**config.mk**
```make
export PLATFORM = sky130hd
export DESIGN_NAME = instr_fetch_flat
export DESIGN_NICKNAME = d
export VERILOG_FILES = /design/src/rtl/instr_fetch_if.sv /design/src/rtl/instr_fetch.sv /design/src/flat_wrapper.sv
export SDC_FILE = /design/constraint.sdc
export NUM_CORES = 1
export LEC_CHECK = 0
export CAP_MARGIN = 25
export CORE_MARGIN = 2
export CORE_UTILIZATION = 55
export DETAILED_ROUTE_END_ITERATION = 6
export DONT_BUFFER_PORTS = 1
export PLACE_DENSITY = 0.7
export SYNTH_ARGS = -nofsm -noshare
export SYNTH_HDL_FRONTEND = slang
export SYNTH_SLANG_ARGS = --single-unit
```
**constraint.sdc**
```tcl
create_clock -name clk -period 5.5 [get_ports clk]
set_input_delay 0.825 -clock clk [delete_from_list [all_inputs] [get_ports clk]]
set_output_delay 0.825 -clock clk [all_outputs]
set_load 0.02 [all_outputs]
```
**src/rtl/instr_fetch_if.sv**
```systemverilog
// Fetch-stage bus bundle: instruction-memory request/response plus the queue head toward decode.
interface instr_fetch_if;
    logic        imem_req_valid;
    logic        imem_req_ready;
    logic [31:0] imem_req_addr;
    logic        imem_rsp_valid;
    logic [31:0] imem_rsp_data;
    logic        if_valid;
    logic        if_ready;
    logic [31:0] if_pc;
    logic [31:0] if_instr;

    // Fetch unit side
    modport master (
        output imem_req_valid, imem_req_addr, if_valid, if_pc, if_instr,
        input  imem_req_ready, imem_rsp_valid, imem_rsp_data, if_ready
    );

    // Memory / decode side
    modport slave (
        input  imem_req_valid, imem_req_addr, if_valid, if_pc, if_instr,
        output imem_req_ready, imem_rsp_valid, imem_rsp_data, if_ready
    );
endinterface

```
**src/rtl/instr_fetch.sv**
```systemverilog
// Instruction fetch: one outstanding memory request, small in-order fetch queue, redirect flush.
module instr_fetch #(
    parameter logic [31:0] RESET_PC = 32'h0000_0000,
    parameter int unsigned DEPTH    = 2
) (
    input  logic          clk,
    input  logic          rst,
    input  logic [31:0]   pc_in,
    output logic [31:0]   pc_next,
    input  logic          redirect,
    input  logic [31:0]   redirect_pc,
    instr_fetch_if.master bus
);

    localparam int unsigned PTR_W = (DEPTH > 2) ? 2 : 1;
    localparam int unsigned CNT_W = PTR_W + 1;

    localparam logic [1:0] S_REQ  = 2'd0;
    localparam logic [1:0] S_WAIT = 2'd1;
    localparam logic [1:0] S_DROP = 2'd2;

    typedef struct packed {
        logic [31:0] pc;
        logic [31:0] instr;
    } entry_t;

    logic [1:0]       state_q, state_d;
    logic [31:0]      req_pc_q, req_pc_d;
    logic [PTR_W-1:0] rd_ptr_q, rd_ptr_d;
    logic [PTR_W-1:0] wr_ptr_q, wr_ptr_d;
    logic [CNT_W-1:0] count_q, count_d;
    entry_t           fifo_q [DEPTH];
    entry_t           fifo_d [DEPTH];

    logic head_valid_c;
    logic req_valid_c;
    logic req_fire_c;
    logic push_c;
    logic pop_c;

    // Handshake qualifiers; the single outstanding request always has a free slot waiting for it
    always_comb begin
        head_valid_c = (count_q != '0) && !rst;
        req_valid_c  = (state_q == S_REQ) && (count_q < CNT_W'(DEPTH)) && !redirect && !rst;
        req_fire_c   = req_valid_c && bus.imem_req_ready;
        push_c       = (state_q == S_WAIT) && bus.imem_rsp_valid && !redirect && !rst;
        pop_c        = head_valid_c && bus.if_ready;
    end

    // Next PC toward the program counter: reset, then redirect, then advance on handshake
    always_comb begin
        pc_next = pc_in;
        if (rst) begin
            pc_next = RESET_PC;
        end else if (redirect) begin
            pc_next = redirect_pc;
        end else if (req_fire_c) begin
            pc_next = pc_in + 32'd4;
        end
    end

    // Next-state logic for the request FSM and the fetch queue
    always_comb begin
        state_d  = state_q;
        req_pc_d = req_pc_q;
        rd_ptr_d = rd_ptr_q;
        wr_ptr_d = wr_ptr_q;
        count_d  = count_q;
        fifo_d   = fifo_q;

        case (state_q)
            S_REQ: begin
                if (req_fire_c) begin
                    state_d  = S_WAIT;
                    req_pc_d = pc_in;
                end
            end
            S_WAIT: begin
                if (bus.imem_rsp_valid) begin
                    state_d = S_REQ;
                end else if (redirect) begin
                    state_d = S_DROP;
                end
            end
            S_DROP: begin
                if (bus.imem_rsp_valid) begin
                    state_d = S_REQ;
                end
            end
            default: state_d = S_REQ;
        endcase

        if (push_c) begin
            fifo_d[wr_ptr_q] = '{pc: req_pc_q, instr: bus.imem_rsp_data};
            wr_ptr_d         = wr_ptr_q + PTR_W'(1);
        end
        if (pop_c) begin
            rd_ptr_d = rd_ptr_q + PTR_W'(1);
        end
        case ({push_c, pop_c})
            2'b10:   count_d = count_q + CNT_W'(1);
            2'b01:   count_d = count_q - CNT_W'(1);
            default: count_d = count_q;
        endcase

        if (redirect) begin
            rd_ptr_d = '0;
            wr_ptr_d = '0;
            count_d  = '0;
        end
    end

    // Control state with synchronous reset
    always_ff @(posedge clk) begin
        if (rst) begin
            state_q  <= S_REQ;
            req_pc_q <= '0;
            rd_ptr_q <= '0;
            wr_ptr_q <= '0;
            count_q  <= '0;
        end else begin
            state_q  <= state_d;
            req_pc_q <= req_pc_d;
            rd_ptr_q <= rd_ptr_d;
            wr_ptr_q <= wr_ptr_d;
            count_q  <= count_d;
        end
    end

    // Queue storage; contents are qualified by count so no reset is needed
    always_ff @(posedge clk) begin
        fifo_q <= fifo_d;
    end

    // Outputs toward memory and decode
    always_comb begin
        bus.imem_req_valid = req_valid_c;
        bus.imem_req_addr  = {pc_in[31:2], 2'b00};
        bus.if_valid       = head_valid_c;
        bus.if_pc          = head_valid_c ? fifo_q[rd_ptr_q].pc    : 32'd0;
        bus.if_instr       = head_valid_c ? fifo_q[rd_ptr_q].instr : 32'd0;
    end

endmodule

```
**src/flat_wrapper.sv**
```systemverilog
// flat-port wrapper written by rule: the top's interface ports become plain ports
module instr_fetch_flat 
#(
    parameter logic [31:0] RESET_PC = 32'h0000_0000,
    parameter int unsigned DEPTH    = 2
)
  (clk, rst, pc_in, pc_next, redirect, redirect_pc, bus_imem_req_valid, bus_imem_req_addr, bus_if_valid, bus_if_pc, bus_if_instr, bus_imem_req_ready, bus_imem_rsp_valid, bus_imem_rsp_data, bus_if_ready);
  instr_fetch_if bus_i ();
  input  logic clk;
  input  logic rst;
  input  logic [31:0] pc_in;
  output logic [31:0] pc_next;
  input  logic redirect;
  input  logic [31:0] redirect_pc;
  output wire logic [$bits(bus_i.imem_req_valid)-1:0] bus_imem_req_valid;
  output wire logic [$bits(bus_i.imem_req_addr)-1:0] bus_imem_req_addr;
  output wire logic [$bits(bus_i.if_valid)-1:0] bus_if_valid;
  output wire logic [$bits(bus_i.if_pc)-1:0] bus_if_pc;
  output wire logic [$bits(bus_i.if_instr)-1:0] bus_if_instr;
  input wire logic [$bits(bus_i.imem_req_ready)-1:0] bus_imem_req_ready;
  input wire logic [$bits(bus_i.imem_rsp_valid)-1:0] bus_imem_rsp_valid;
  input wire logic [$bits(bus_i.imem_rsp_data)-1:0] bus_imem_rsp_data;
  input wire logic [$bits(bus_i.if_ready)-1:0] bus_if_ready;
  assign bus_imem_req_valid = bus_i.imem_req_valid;
  assign bus_imem_req_addr = bus_i.imem_req_addr;
  assign bus_if_valid = bus_i.if_valid;
  assign bus_if_pc = bus_i.if_pc;
  assign bus_if_instr = bus_i.if_instr;
  assign bus_i.imem_req_ready = bus_imem_req_ready;
  assign bus_i.imem_rsp_valid = bus_imem_rsp_valid;
  assign bus_i.imem_rsp_data = bus_imem_rsp_data;
  assign bus_i.if_ready = bus_if_ready;
  instr_fetch #(.RESET_PC(RESET_PC), .DEPTH(DEPTH)) u_core (.clk(clk), .rst(rst), .pc_in(pc_in), .pc_next(pc_next), .redirect(redirect), .redirect_pc(redirect_pc), .bus(bus_i));
endmodule
```
# Yosys cells after proc, flatten, opt, wreduce, memory -nomap -nowiden
# Index checks and enable logic that the tools add are counted.
# totals
register_bits	166
in_bits	102
output_inout_bits	130
word_cells	62
# classes
addsub	5
n_lt_le_gt_ge	4
eq_ne	7
mux	17
bitwise	2
reduce_logical	18
# ops
cell	count
$mux W64	4
$mux W32	5
$bwmux W128	1
$demux W64 S1	1
$add A32 B3 Y32 const B	1
$logic_and A1 B1 Y1	10
$mux W2	4
$pmux W2 S3	1
$eq A2 B1 Y1 const B	2
$eq A2 B2 Y1 const B	2
$ge A2 B2 Y1 const B	2
$not A1 Y2	2
$pmux W2 S2	1
$reduce_bool A2 Y1	2
$ne A3 B3 Y1 const B	1
$reduce_and A3 Y1	1
$add A1 B1 Y1 const B	2
$add A2 B1 Y2 const B	1
$logic_not A1 Y1	2
$logic_not A2 Y1	1
$lt A2 B1 Y1 const B	1
$lt A2 B2 Y1 const B	1
$ne A2 B1 Y1 const B	1
$ne A2 B2 Y1 const B	1
3 further kinds	3

# Longest topological paths before layout
# Gate-level depths: netlist of the first run.
# depth
depth_word	8
depth_mapped	9
ltp_nobuf	8

# Worst setup path after synthesis of the first run
# Ideal clock, no wire load.
# synth_timing
path_type	input -> register
start	input port rst
end	register u_core.fifo_q[0] (netlist name) (enable)
setup_time_ns	0.487
t_arrival_ns	4.332
required_ns	5.013
slack_ns	0.681
cell_stages	4
cell_sequence	clkbuf_1 -> nor2_1 -> nand4b_1 -> nor2_1
# synth_between
elab_chain_cells	2
# synth_rtl
item	line	source
from (decl)	flat_wrapper.sv:10	input logic rst;
$logic_not A1 Y1	instr_fetch.sv:46	push_c = (state_q == S_WAIT) && bus.imem_rsp_valid && !redirect && !rst;
$logic_and A1 B1 Y1	instr_fetch.sv:46	
to (signal assigned)	instr_fetch.sv:132	fifo_q <= fifo_d;
to (decl)	instr_fetch.sv:32	entry_t fifo_q [DEPTH];
# Every way passes these cells.
# A chain may end at the register's enable or synchronous reset.

# Final worst setup path of the first run
# layout_timing
start	register u_core.count_q[1]
end	output port pc_next[12]
# layout_between
elab_chain_cells	8
# layout_rtl
item	line	source
from (decl)	instr_fetch.sv:31	logic [CNT_W-1:0] count_q, count_d;
from (signal assigned)	instr_fetch.sv:126	count_q <= count_d;
$lt A2 B2 Y1	instr_fetch.sv:44	req_valid_c = (state_q == S_REQ) && (count_q < CNT_W'(DEPTH)) && !redirect && !rst;
$logic_and A1 B1 Y1 (3 in series)	instr_fetch.sv:44	
$logic_and A1 B1 Y1	instr_fetch.sv:45	req_fire_c = req_valid_c && bus.imem_req_ready;
$mux W32	instr_fetch.sv:57	end else if (req_fire_c) begin
$mux W32	instr_fetch.sv:55	end else if (redirect) begin
$mux W32	instr_fetch.sv:53	if (rst) begin
to (decl)	flat_wrapper.sv:12	output logic [31:0] pc_next;
# Every way passes these cells.

==> flow_summary.yaml, run 1 <==
worst_setup_path:
  crit_start: "u_core.count_q[1]"
  crit_chain: "nor4b_4 > and4_1 > a311oi_1 > a2111oi_1"
  timing.rr.start: "u_core.count_q[1]"
  path_delay_family: "simple AND/OR/NAND/NOR gates"
  worstReg2RegEnd: "u_core.count_q[1]"
  arrival_ns: 3.11
  cp.depth: 4
  path_buf_inv: 0
  reg2reg_depth: 7
  ff2ff_setup_slack_ns: 2.86
  worstPathRequired_ns: 4.68
  endpoint_kind: "primary output"
  cp-endpoint: "pc_next[12]"
  worstSetupPathType: "flop to primary output"
  critical-path-max-stage-delay_ns: 0.94
  critPathMaxFanout: 14
  start_kind: "flop"
  cp_slowest_cell: "a2111oi_1"
global_routing:
  first_global_vias: 4786
  grt_pass1_wl_mm: 26.6
  grt_usage_pct: 23.4
  grt_max_degree: 66
  grt_overflow: 0
  antenna_found_initial: 0
sta:
  finalCritPeriodShare_pct: 71.5
  min_period_ns: 3.93
  fmax_mhz: 254
  setup_viol: 0
  slew-limit-headroom_pct: 29.8
  rsz0062_at_grt: "false"
  timing.setup.tns_ns: 0
  maxSlewViolCount: 0
  hold_violations: 0
  tightest_slew_ns: 1.05
  clock_skew_ns: 0.00773
  holdWs_ns: 0.451
yosys:
  ys_seq_area_share_pct: 59.8
  mappedNetlistArea_mm2: 0.00770
  ys_top_cells_by_area: "edfxtp_1 50%, dfxtp_1 9.9%, mux2i_1 8.6%"
  ys_types: 51
  synth_top_area_share_pct: 49.9
  synth_most_common_cell: "edfxtp_1"
  synth_common_cells: "128 x edfxtp_1, 92 x nor2_1, 79 x nand2_1, 66 x mux2i_1, 38 x dfxtp_1"
  synth-async-reset-ratio_pct: 0
  synth_top_area_cell: "edfxtp_1"
  synth_edf_count: 128
  synthCells: 681
  synth-seq-cells: 166
  yosys_most_used_dff: "edfxtp_1"
  synth_warnings: 0
  syn_area_per_cell_um2: 11.3
job:
  max_cap_violations: 0
cts:
  cts_root_buffer: "clkbuf_16"
  numCtsBuffers: 17
  htreeDepth: 4
  clkSinkCount: 166
  cts_hold_buf: 0
  clockBufferDepth: 2
  ctsResizeCount: 0
  clk_pin_slew_ns: 0.07
  cts_tree: "done"
  post_cts_buffers: 0
  clkLatencyLatePin_ns: 0.41
placement:
  dpl.hpwl_mm: 11.9
  gp_congestion: 0.835
  placed_area_mm2: 0.00763
  io_buffers: 0
  place_inst: 796
final_layout:
  final_area_mm2: 0.00830
  drive_gt1_share_pct: 8.32
  diodes: 0
  stdcell_count: 829
  fillCellCount: 1137
  nets: 740
  syn2layout_area_growth_pct: 7.80
  final_core_util_pct: 60.3
detailed_routing:
  drt-vias-per-instance: 6.06
  route.vias.total: 5021
  drt_iter0_drc: 346
  routedWlPerCell_um: 21.1
  dr.pass1.iters: 5
  antenna_left: 0
  drc_errors: 0
  wirelength_mm: 17.5
die:
  start_util_pct: 55.9
  die_y_um: 122
  die-area_mm2: 0.0150
  core_area_mm2: 0.0138
  die_w_um: 122
  num_rows: 43
  top_level_ports: 232
min_path:
  min_path_type: "flop to flop"
power_and_ir_drop:
  power_density_mw_per_mm2: 327
  leakagePower_nw: 2.56
  ir_drop_mv: 0.209
run_status:
  run_status: "finished clean"
-- final cells by class --
cell class | instances | area, um2 | area share, %
multi-input combinational | 427 | 2660 | 32.0
timing repair buffer | 9 | 108 | 1.30
clock buffer | 20 | 500 | 6.03
inverter | 15 | 56.3 | 0.678
sequential | 166 | 4610 | 55.5
clock inverter | 12 | 146 | 1.76
tap | 180 | 225 | 2.71
-- through the flow --
step | power [mW] | setup WS [ns]
after floorplan | 1.52 | 0.681
after global placement | 1.49 | 1.71
after detailed placement | 1.50 | 1.68
after CTS | 2.73 | 1.54
after global routing | 2.81 | 1.42
final | 2.71 | 1.57
-- cells by family after synthesis --
group,share of synthesized area [%]
and+or+nand+nor,15.6
DFF,59.8
AOI/OAI and AO/OA,8.06
buffers and inverters,6.11
muxes,8.73
xor gates and xnor gates,1.36
adders and majority gates,0.325
other,0.0487
-- power by group --
part           switching, mW  internal (mW)
Clock                  0.476          0.763
Combinational         0.0737         0.0342
Sequential           0.00751           1.36
-- flip-flops by register name, summed over array words and instances, names as in the netlist --
register,count
u_core.count_q,2
u_core.fifo_q,128
u_core.rd_ptr_q,1
u_core.req_pc_q,32
u_core.state_q,2
u_core.wr_ptr_q,1
-- metal layers --
metal | vias to the layer above | GRT usage [%] | wire [um] | share of wire, %
met5 | - | 0 | 0 | 0
met4 | 0 | 7.54 | 244 | 1.4
met3 | 26 | 7.95 | 1660 | 9.5
met2 | 232 | 37.4 | 8520 | 49
met1 | 2394 | 30.0 | 7050 | 40
li1 | 2369 | - | - | -
-- worst min-delay path by stage --
stage	end	startpoint	cells after the start	slack [ns]
2_1_floorplan	u_core.fifo_q[100]	u_core.req_pc_q[4]	0	0.43
3_3_place_gp	u_core.fifo_q[118]	u_core.req_pc_q[22]	0	0.43
3_5_place_dp	u_core.fifo_q[54]	u_core.req_pc_q[22]	0	0.44
4_1_cts	u_core.fifo_q[118]	u_core.req_pc_q[22]	0	0.45
5_1_grt	u_core.req_pc_q[1]	rst	1	0.45
6_report	u_core.fifo_q[54]	u_core.req_pc_q[22]	0	0.45
-- layout by cell type (no fill, tap or decap), drive strengths merged, types with 3 or more instances in the layout --
cell,instances
nand3,13
clkbuf,21
a211oi,17
a221oi,3
and4,9
nor4b,3
xor2,4
and3,5
o211ai,6
nand2,79
edfxtp,128
xnor2,8
nor2,93
nor3,11
or3,4
a2111oi,6
a21oi,37
clkinv,4
mux2i,66
inv,21
nand4,14
buf,7
o21ai,9
a311oi,4
a211o,4
nor4,10
dfxtp,38
No activity file was read; power rests on OpenSTA's default activity.
==> run 2, diff against run 1 <==
Settings changed: ABC_AREA from default to 1, PLACE_DENSITY 0.7 to 0.73.
Clock period 5.5 ns to 3.15 ns, I/O delays scaled along.
==> run 2 against run 1 <==
Net effect:
- synthesized area is 7.4% higher
- global-route usage is 1.4 points lower
- cell area grew 6.0%
- largest power group unchanged
- highest routed layer unchanged
==> flow_summary.yaml, run 2 <==
global_routing:
  grt_usage_pct: 22.0
  antenna_found_initial: 0
  first_global_vias: 5392
  grt_max_degree: 65
  grt_overflow: 0
  grt_pass1_wl_mm: 27.6
final_layout:
  drive_gt1_share_pct: 6.83
  fillCellCount: 1292
  syn2layout_area_growth_pct: 6.41
  largest_reg_flops: 128
  nets: 1057
  stdcell_count: 1150
  final_core_util_pct: 60.3
  diodes: 0
  final_cell_mix: "378 x nand2_1, 128 x inv_1, 128 x edfxtp_1"
  largest_registers: "u_core.fifo_q (128), u_core.req_pc_q (32)"
  final_common_cell: "nand2_1"
  largest-register: "u_core.fifo_q"
worst_setup_path:
  worstPathRequired_ns: 2.68
  arrival_ns: 2.36
  endpoint_kind: "primary output"
  worstReg2RegEnd: "u_core.count_q[1]"
  reg2reg_depth: 9
  cp.depth: 6
  start_kind: "flop"
  cp_slowest_cell: "nand4_4"
  cp-endpoint: "pc_next[8]"
  timing.rr.start: "u_core.count_q[1]"
  crit_chain: "nor2_1 > nand4_4 > nor2_2 > nand2_1 > xor2_1 > a21oi_1"
  critPathMaxFanout: 28
  critical-path-max-stage-delay_ns: 0.48
  path_buf_inv: 0
  worstSetupPathType: "flop to primary output"
  crit_start: "u_core.state_q[1]"
  path_delay_family: "simple AND/OR/NAND/NOR gates"
  ff2ff_setup_slack_ns: 0.97
die:
  top_level_ports: 232
  die-area_mm2: 0.0160
  die_y_um: 127
  start_util_pct: 56.7
  num_rows: 44
  die_w_um: 127
  core_area_mm2: 0.0146
sta:
  tightest_slew_ns: 0.676
  holdWs_ns: 0.127
  finalCritPeriodShare_pct: 89.8
  fmax_mhz: 354
  rsz0062_at_grt: "false"
  finalWorstSetupSlack_ns: 0.322
  slew-limit-headroom_pct: 54.9
  clock_skew_ns: 0.00735
  min_period_ns: 2.83
  setup_viol: 0
  maxSlewViolCount: 0
  hold_violations: 0
power_and_ir_drop:
  leakagePower_nw: 4.13
  power_mw: 4.59
  power_density_mw_per_mm2: 521
  ir_drop_mv: 0.356
detailed_routing:
  drt_iter0_drc: 348
  antenna_left: 0
  route.vias.total: 6013
  dr.pass1.iters: 5
  routedWlPerCell_um: 15.7
  drc_errors: 0
  drt-vias-per-instance: 5.23
  wirelength_mm: 18.0
yosys:
  mappedNetlistArea_mm2: 0.00827
  synth_most_common_cell: "nand2_1"
  synth-async-reset-ratio_pct: 0
  ys_seq_area_share_pct: 55.7
  synth-compound-area-share_pct: 5.58
  synth_warnings: 0
  ys_top_cells_by_area: "edfxtp_1 46%, nand2_1 17%, dfxtp_1 9.2%"
  syn_area_per_cell_um2: 8.33
  synth.area.mux_share_pct: 0
  synth_top_area_share_pct: 46.5
  synth_top_family_by_area: "simple AND/OR/NAND/NOR gates"
  yosys.area_share.xor_xnor_pct: 0.635
  yosys_most_used_dff: "edfxtp_1"
  synth_edf_count: 128
  synth_top_area_cell: "edfxtp_1"
  synth-simple-area-share_pct: 26.6
  ys_types: 39
  synth_fa_ha_area_share_pct: 0.303
  synthCells: 993
  synth-seq-cells: 166
  synth_common_cells: "378 x nand2_1, 129 x inv_1, 128 x edfxtp_1, 72 x nor2_1, 42 x nand3_1"
placement:
  dpl.hpwl_mm: 12.8
  gp_congestion: 0.951
  io_buffers: 0
  dp_slack_ns: 0.713
  place_inst: 1118
cts:
  post_cts_buffers: 0
  cts_tree: "done"
  clk_pin_slew_ns: 0.07
  cts_root_buffer: "clkbuf_16"
  numCtsBuffers: 17
  cts_hold_buf: 0
  clkLatencyLatePin_ns: 0.42
  clockBufferDepth: 2
  clkSinkCount: 166
  htreeDepth: 4
  ctsResizeCount: 0
min_path:
  min_path_type: "primary input to flop"
job:
  max_cap_violations: 0
run_status:
  run_status: "finished clean"
-- run 2: cell types whose count changed after synthesis, moves of 8 or more --
cell	delta
a211oi_1	-13
o21ai_0	+32
nand3_1	+29
nor3_1	-8
and4_1	-9
mux2i_1	-66
buf_1	-8
nor4_1	-10
a21oi_1	-10
inv_1	+115
nor2_1	-20
nand2_1	+299
-- run 2: layer usage --
metal | vias to the layer above | share of wire (%) | GRT usage [%]
li1 | 3032 | - | -
met4 | 0 | 1.4 | 6.85
met2 | 257 | 48 | 36.9
met5 | - | 0 | 0
met1 | 2709 | 42 | 27.8
met3 | 15 | 8.0 | 6.07
-- run 2: metrics by stage --
step / TNS [ns] / instance area, um2
final: 0 / 8800
after global routing: 0 / 8800
after CTS: 0 / 8800
after detailed placement: 0 / 8230
after global placement: 0 / 8230
after floorplan: -14.08 / 8280
-- run 2: area by class of cell --
cell class              count  area, um2  area share [%]
multi-input cells         624       2780            31.6
clock buffers              18        439            4.99
flip-flops and latches    166       4610            52.3
inverters                 130        488            5.54
well taps                 184        230            2.62
clock inverters            14        130            1.48
repair buffers             14        130            1.48
-- run 2: cell families (layout without fill, tap and decap cells) --
group                      count (synthesis)  after routing
xor gates and xnor gates                   6              6
buffers and inverters                    204            176
DFF                                      166            166
AOI/OAI and AO/OA                         85             85
and+or+nand+nor                          529            529
other                                      1              2
adders and majority gates                  2              2
-- run 2: worst min path at each step --
| stage | from | depth (start not counted) | slack, ns | endpoint |
|---|---|---|---|---|
| floorplan | u_core.req_pc_q[20] | 0 | 0.42 | u_core.fifo_q[116] |
| global placement | u_core.req_pc_q[29] | 0 | 0.43 | u_core.fifo_q[61] |
| detailed placement | u_core.count_q[1] | 1 | 0.44 | u_core.count_q[1] |
| CTS | rst | 1 | 0.11 | u_core.req_pc_q[11] |
| global route | rst | 1 | 0.10 | u_core.req_pc_q[4] |
| finish | rst | 1 | 0.13 | u_core.req_pc_q[11] |
-- run 2: power by group --
part | internal [mW] | switching [mW] | total (mW)
registers | 2.38 | 0.0196 | 2.40
clock network | 1.07 | 0.885 | 1.95
logic | 0.0650 | 0.171 | 0.236
